File: src/rtl/l2_arbiter.sv
// l2_arbiter: shares one L2 port between the L1 I-cache and D-cache.
// D wins by default; a streak counter bounds I starvation.
module l2_arbiter #(
  parameter int D_BURST_MAX = 4
) (
  input  logic         clk,
  input  logic         reset_n,
  input  logic         i_read,
  input  logic [15:0]  i_address,
  output logic [127:0] i_rdata,
  output logic         i_resp,
  input  logic         d_read,
  input  logic         d_write,
  input  logic [15:0]  d_address,
  input  logic [127:0] d_wdata,
  input  logic [15:0]  d_byte_enable,
  output logic [127:0] d_rdata,
  output logic         d_resp,
  output logic         l2_read,
  output logic         l2_write,
  output logic [15:0]  l2_address,
  output logic [127:0] l2_wdata,
  output logic [15:0]  l2_byte_enable,
  input  logic [127:0] l2_rdata,
  input  logic         l2_resp
);

  typedef enum logic [1:0] {
    IDLE,
    SERVE_I,
    SERVE_D,
    RELEASE
  } state_t;

  localparam logic [3:0] STREAK_MAX = 4'(D_BURST_MAX);

  state_t       state_q, state_d;
  logic [15:0]  addr_q, addr_d;
  logic [127:0] wdata_q, wdata_d;
  logic [15:0]  be_q, be_d;
  logic [3:0]   streak_q, streak_d;
  logic         was_write_q, was_write_d;

  logic i_req, d_req;
  logic grant_i, grant_d;

  assign i_req   = i_read;
  assign d_req   = d_read | d_write;
  assign grant_i = i_req & (~d_req | (streak_q == STREAK_MAX));
  assign grant_d = d_req & ~grant_i;

  // Next-state, capture and streak bookkeeping
  always_comb begin
    state_d     = state_q;
    addr_d      = addr_q;
    wdata_d     = wdata_q;
    be_d        = be_q;
    streak_d    = streak_q;
    was_write_d = was_write_q;
    unique case (state_q)
      IDLE: begin
        unique case (1'b1)
          grant_i: begin
            addr_d   = i_address;
            streak_d = 4'd0;
            state_d  = SERVE_I;
          end
          grant_d: begin
            addr_d      = d_address;
            wdata_d     = d_wdata;
            be_d        = d_byte_enable;
            was_write_d = d_write;
            state_d     = SERVE_D;
            if (!i_req)
              streak_d = 4'd0;
            else if (streak_q != STREAK_MAX)
              streak_d = streak_q + 4'd1;
          end
          default: ;
        endcase
      end
      SERVE_I,
      SERVE_D: begin
        if (l2_resp)
          state_d = RELEASE;
      end
      RELEASE: state_d = IDLE;
      default: state_d = IDLE;
    endcase
  end

  // State and capture registers, cleared asynchronously
  always_ff @(posedge clk or negedge reset_n) begin
    if (!reset_n) begin
      state_q     <= IDLE;
      addr_q      <= '0;
      wdata_q     <= '0;
      be_q        <= '0;
      streak_q    <= '0;
      was_write_q <= 1'b0;
    end else begin
      state_q     <= state_d;
      addr_q      <= addr_d;
      wdata_q     <= wdata_d;
      be_q        <= be_d;
      streak_q    <= streak_d;
      was_write_q <= was_write_d;
    end
  end

  assign l2_read = (state_q == SERVE_I)
                 | ((state_q == SERVE_D) & ~was_write_q);
  assign l2_write = (state_q == SERVE_D) & was_write_q;

  assign l2_address     = addr_q;
  assign l2_wdata       = wdata_q;
  assign l2_byte_enable = be_q;

  assign i_rdata = l2_rdata;
  assign d_rdata = l2_rdata;
  assign i_resp  = (state_q == SERVE_I) & l2_resp;
  assign d_resp  = (state_q == SERVE_D) & l2_resp;

endmodule

File: config.mk
export PLATFORM = sky130hd
export DESIGN_NAME = l2_arbiter
export DESIGN_NICKNAME = d
export VERILOG_FILES = /design/src/rtl/l2_arbiter.sv
export SDC_FILE = /design/constraint.sdc
export NUM_CORES = 1
export LEC_CHECK = 0
export ABC_AREA = 1
export CORE_AREA = 4 4 284 286
export CTS_BUF_LIST = sky130_fd_sc_hd__clkbuf_16
export DETAILED_ROUTE_END_ITERATION = 7
export DIE_AREA = 0 0 288 290
export PLACE_DENSITY = 0.42
export SKIP_CTS_REPAIR_TIMING = 1
export SYNTH_ARGS = -nofsm -noshare
export SYNTH_HDL_FRONTEND = slang
export SYNTH_SLANG_ARGS = --single-unit
File: constraint.sdc
create_clock -name clk -period 1.7 [get_ports clk]
set_input_delay 0.34 -clock clk [delete_from_list [all_inputs] [get_ports clk]]
set_output_delay 0.34 -clock clk [all_outputs]
set_load 0.03 [all_outputs]
==> flow_summary.toml, run 1 <==
[drt]
drt_iter0_markers = 182
drt_pass_1_iters = 4
average_routed_wire_per_standard_cell_um = 13.8
avgViaCountPerCell = 3.03
routed_wirelength_mm = 31.4
route.antenna.remaining_nets = 0
detail_route.drc_violations = 0
num_vias = 6911

[cells_and_area]
post_route_cells_drive_above_1_share = 0.166
final_common_cell = "inv_1"
syn2layout_area_growth_pct = 53.4
layout.cells.non_filler = 2278
final_net_count = 1531
leading_cell_types_in_the_layout_fill_and_taps_excluded = "inv_1, clkdlybuf4s50_1, nand2_1, dfrtp_1, dlymetal6s2s_1"
antenna_cells = 0
post-route-cell-area_um2 = 14000

[sta]
finClkSkew_ns = 0.0103
timing_worst_slew_pin_value_ns = 0.396
maxClockFrequency_mhz = 544
count_of_pins_over_their_slew_limit = 0
finalHoldViolCount = 0
min_period_ns = 1.84
post-route-worst-setup-slack_ns = -0.138
rsz0062_at_grt = "yes"
timing.final.crit_share = 1.08
worst_slew_margin_rel = 0.736
setup-violations-final = 19

[logic_synthesis]
syn-instance-count = 1079
synthesized_area_fraction_occupied_by_ao_oa_aoi_and_oai_cells = 0.0867
synth.ff_latch_count = 167
synthesis.yosys.warnings = 0
synth_seq_area_share = 0.459
synthSimpleGateAreaFrac = 0.122
synth.top_cells.by_area = "dfrtp_1, buf_4, nand2_1, inv_1, o21ai_1"
mappedNetlistArea_um2 = 9110
synth-adder-area-share = 0.00824
synth_xor_area_frac = 0.000961
post_synth_num_cell_types = 25
muxShareOfSynthArea = 0
synth_top_area_share = 0.459
synthesis.area_per_instance_um2 = 8.44
synth_top_family_by_area = "buffers and inverters"
synth.largest_area_cell = "dfrtp_1"
syn-num-nets = 1395

[global_route]
track_usage = 0.0683
antenna_violations_before_repair = 1
largest_net_degree_at_the_start_of_global_routing = 57
via_count_of_the_first_global_routing_pass = 7033
gr-total-overflow = 0
grt_pass1_wl_mm = 43.0

[place]
io_buffer_count = 345
post_dp_cell_area_um2 = 12200
gp_congestion = 0.731
placed_cells = 2221
detailed_place_hpwl_mm = 22.8
placement.setup.worst_slack_ns = -0.152

[worst_setup_path]
startpoint_type = "register"
cp.required_ns = 1.36
endpoint_class_of_the_critical_path = "primary output"
worst-endpoint-arrival_ns = 1.50
r2r_setup_slack_ns = -0.04
rr_startpoint = "state_q[0]$_DFFE_PN0P_"
timing.setup.critical_path_class = "register to primary output"
r2r.worst_path.cells = 9
crit_fanout = 3
worstReg2RegEnd = "l2_wdata[74]$_DFFE_PN0P_"

[die]
io-pin-count = 730
die_width_um = 288
initial_core_util = 0.116
num_rows = 103
die_area_um2 = 83500
core_area_um2 = 78400
dieHeight_um = 290

[power_and_ir_drop]
power_mw = 25.3
power_density_nw_per_um2 = 1810
vdd_drop_max_mv = 0.664
power.static_leakage_nw = 8.13

[clocking]
number_of_buffers_created_by_cts = 17
clock_insertion_delay_worst_skew_ns = 0.47
htree_levels = 4
clkSinkCount = 167
cts_max_path_bufs = 2
cts-root-buf = "clkbuf_16"
worst_setup_hold_path_clk_slew_ns = 0.08
clock_tree_from_tritoncts = "done"

[worst_hold_path]
hold_path.class = "input pin to async pin"

[run_status]
violations = "negative setup slack"
status = "finished, violations left"

[run]
number_of_max_cap_violations = 0
==> routing by layer <==
| metal | wire (µm) | part of all wire | GRT usage | vias up |
|---|---|---|---|---|
| met5 | 92 | 0.0029 | 0.0110 | - |
| met4 | 1230 | 0.039 | 0.0377 | 4 |
| met3 | 3890 | 0.12 | 0.0432 | 82 |
| met2 | 13300 | 0.42 | 0.0970 | 389 |
| met1 | 12800 | 0.41 | 0.0768 | 3177 |
| li1 | - | - | - | 3259 |
==> area by class of cell <==
class	count	area, µm²
multi-input cells	423	2310
well taps	1050	1310
flip-flops and latches	167	4180
repair buffers	411	4870
clock inverters	15	143
clock buffers	17	425
fillers	8855	64400
inverters	195	732
==> through the flow <==
| step | util | TNS, ns | hold WS, ns |
|---|---|---|---|
| global placement | 0.155 | -9.49 | 0.272 |
| CTS | 0.162 | -37.06 | -0.281 |
| global route | 0.178 | -3.68 | 0.326 |
| detailed placement | 0.155 | -12.73 | 0.272 |
| finish | 0.178 | -0.453 | 0.346 |
| floorplan | - | 0 | 0.0444 |
==> worst max-delay path by stage <==
| stage | from | to | slack, ns | cells past startpoint |
|---|---|---|---|---|
| after global routing | state_q[0]$_DFFE_PN0P_ | l2_read | -0.25 | 5 |
| after floorplan | streak_q[0]$_DFFE_PN0P_ | l2_wdata[89]$_DFFE_PN0P_ | 0.17 | 11 |
| final | state_q[0]$_DFFE_PN0P_ | l2_read | -0.14 | 5 |
| after global placement | i_read | l2_wdata[103]$_DFFE_PN0P_ | -0.11 | 9 |
| after CTS | l2_wdata[21]$_DFFE_PN0P_ | l2_wdata[21] | -0.35 | 1 |
| after detailed placement | i_read | l2_wdata[62]$_DFFE_PN0P_ | -0.15 | 9 |
==> state kept, by name (all words and copies together) (netlist names) <==
signal and flops:
l2_address 16, was_write_q 1, streak_q 4, l2_wdata 128, state_q 2, l2_byte_enable 16
==> synthesized netlist by cell type, drive strengths merged <==
cell and number:
nand2 222, o21ai 145, buf 287, inv 194, xnor2 1, clkinv 1
o21bai 1, nand4 1, nor2 7, clkbuf 7, ha 6, dfrtp 167
nand3 40
==> worst max-delay path, cell delays in order (launching register included) <==
cell and delay, ns:
dfrtp_1 0.44, inv_2 0.11, ha_4 0.15, inv_1 0.04
o21bai_1 0.12, buf_4 0.18
==> cells by family (layout without fill, tap and decap cells) <==
group           after synthesis  after routing
flops                       167            167
fa+ha+maj                     6              6
compound gates              146            146
buf+inv                     489            638
simple gates                270            270
xor+xnor                      1              1
==> power by group <==
part           leakage, nW  switching [mW]  total (mW)  internal (mW)
clock                0.280            1.91        3.96           2.05
combinational         5.78            8.07        14.2           6.16
sequential            2.06            1.15        7.06           5.91
No activity file was read; power rests on OpenSTA's default activity.
==> run 2: changes to the inputs <==
--- a/config.mk
+++ b/config.mk
@@ -8,8 +8,10 @@
 export ABC_AREA = 1
 export CORE_AREA = 4 4 284 286
 export CTS_BUF_LIST = sky130_fd_sc_hd__clkbuf_16
+export CTS_CLUSTER_DIAMETER = 100
 export DETAILED_ROUTE_END_ITERATION = 7
 export DIE_AREA = 0 0 288 290
+export GPL_TIMING_DRIVEN = 0
 export PLACE_DENSITY = 0.42
 export SKIP_CTS_REPAIR_TIMING = 1
 export SYNTH_ARGS = -nofsm -noshare
==> flow_summary.toml, run 2 (synthesis gave the netlist of run 1 again) <==
[run_status]
status = "finished, violations left"
violations = "negative setup slack"

[sta]
timing.final.crit_share = 1.14
maxClockFrequency_mhz = 517
finClkSkew_ns = 0.0180
setup-violations-final = 113
timing_worst_slew_pin_value_ns = 0.721
finalHoldViolCount = 0
count_of_pins_over_their_slew_limit = 0
min_period_ns = 1.93
rsz0062_at_grt = "yes"
worst_slew_margin_rel = 0.519
post-route-worst-setup-slack_ns = -0.234

[worst_setup_path]
crit_fanout = 3
r2r.worst_path.cells = 8
worst-endpoint-arrival_ns = 1.59
endpoint_class_of_the_critical_path = "primary output"
worst_setup_path_startpoint = "state_q[0]$_DFFE_PN0P_"
startpoint_type = "register"
rr_startpoint = "state_q[0]$_DFFE_PN0P_"
worstSetupEndpoint = "l2_read"
worstReg2RegEnd = "l2_wdata[38]$_DFFE_PN0P_"
cp.required_ns = 1.36
timing.setup.critical_path_class = "register to primary output"
r2r_setup_slack_ns = -0.11

[drt]
met2_length_mm = 22.5
met1_length_mm = 17.3
route.antenna.remaining_nets = 0
met3_wire_length_mm = 3.81
avgViaCountPerCell = 3.18
average_routed_wire_per_standard_cell_um = 15.8
drt_iter0_markers = 235
num_vias = 8926
routed_wirelength_mm = 44.3
top_layer = "met4"
drt_pass_1_iters = 4
detail_route.drc_violations = 0

[cells_and_area]
post_route_cells_drive_above_1_share = 0.346
final_common_cell = "clkdlybuf4s50_1"
syn2layout_area_growth_pct = 113
largest_register_ffs = 128
leading_cell_types_in_the_layout_fill_and_taps_excluded = "clkdlybuf4s50_1, buf_4, inv_1, dfrtp_1, dlymetal6s2s_1"
final_net_count = 2055
layout.area.seq_um2 = 4180
filler_cell_count = 8561
multi_input_gate_area_in_the_final_layout_um2 = 2900

[die]
die_area_um2 = 83500
core_area_um2 = 78400
initial_core_util = 0.116
io-pin-count = 730
num_rows = 103
die_width_um = 288
dieHeight_um = 290

[power_and_ir_drop]
pwr-share-seq = 0.242
power.internal_mw = 16.8
netSwitchingFraction = 0.450
share_clk_of_total_power = 0.151
power_frac_comb = 0.607
power.static_leakage_nw = 10.8
vdd_drop_max_mv = 0.662
power_mw = 30.5
power_density_nw_per_um2 = 1570
net-switching-power_mw = 13.7

[worst_hold_path]
hold_path.class = "input pin to register"

[clocking]
number_of_buffers_created_by_cts = 17
clock_insertion_delay_worst_skew_ns = 0.49
worst_setup_hold_path_clk_slew_ns = 0.07
cts-root-buf = "clkbuf_16"
cts_max_path_bufs = 2
clkSinkCount = 167
htree_levels = 4
clock_tree_from_tritoncts = "done"

[place]
gp_congestion = 0.791
placement.setup.worst_slack_ns = -0.924
detailed_place_hpwl_mm = 33.6
io_buffer_count = 601

[global_route]
antenna_violations_before_repair = 5
largest_net_degree_at_the_start_of_global_routing = 88
track_usage = 0.0955
via_count_of_the_first_global_routing_pass = 9302
grt_pass1_wl_mm = 59.8
gr-total-overflow = 0

[run]
number_of_max_cap_violations = 0
## run 2: cell count changes in the layout (fill, tap and decap cells not counted), moves of 24 or more
cell,delta
nand2_2,+50
o21ai_2,+45
nand2_1,-93
nand2_4,+43
o21ai_1,-24
buf_4,+241
clkdlybuf4s50_1,+256
## run 2: per-stage QoR
stage | hold slack [ns] | setup TNS (ns) | utilization | cells | cell area [µm²]
floorplan | 0.0444 | 0 | - | 1079 | 9110
global placement | 0.466 | -1381.95 | 0.210 | 2730 | 16400
detailed placement | 0.389 | -94.63 | 0.210 | 2731 | 16500
CTS | -0.189 | -91.77 | 0.219 | 2763 | 17100
global route | 0.349 | -20.89 | 0.248 | 2802 | 19400
finish | 0.380 | -5.84 | 0.248 | 2804 | 19400
## run 2: layer usage
layer	GRT usage	vias up
met5	0	-
met4	0.0259	0
met3	0.0415	37
met2	0.168	371
met1	0.104	4206
li1	-	4312
## run 2: worst max-delay path, cell delays in order, from the launching register on
cell and delay [ns]:
dfrtp_1 0.44, inv_2 0.14, ha_4 0.16, inv_1 0.04
o21bai_1 0.14, buf_4 0.19
## run 2: final cells by class
cell class              count  area share
repair buffers            642       0.368
flip-flops and latches    167       0.215
multi-input cells         423       0.150
plain buffers             293       0.127
well taps                1050      0.0677
inverters                 195      0.0379
clock buffers              17      0.0219
clock inverters            15      0.0122
diodes                      2    0.000258
## run 2: how the worst min path moves through the flow
stage,from,endpoint,slack [ns],cells after the start
2_1_floorplan,reset_n,l2_address[0]$_DFFE_PN0P_,0.04,0
4_1_cts,reset_n,l2_wdata[73]$_DFFE_PN0P_,-0.19,1
3_3_place_gp,l2_wdata[114]$_DFFE_PN0P_,l2_wdata[114]$_DFFE_PN0P_,0.47,2
3_5_place_dp,reset_n,l2_wdata[73]$_DFFE_PN0P_,0.39,1
6_report,d_wdata[124],l2_wdata[124]$_DFFE_PN0P_,0.38,3
5_1_grt,d_wdata[124],l2_wdata[124]$_DFFE_PN0P_,0.35,3
## run 2: power by group through the flow
stage                     combinational, mW  sequential [mW]  clock (mW)
after floorplan                        4.64             10.6           0
after detailed placement               15.2             7.04           0
final                                  18.5             7.39        4.61
after CTS                              15.3             7.00        4.92
after global placement                 15.2             6.98           0
after global routing                   19.8             7.67        5.01
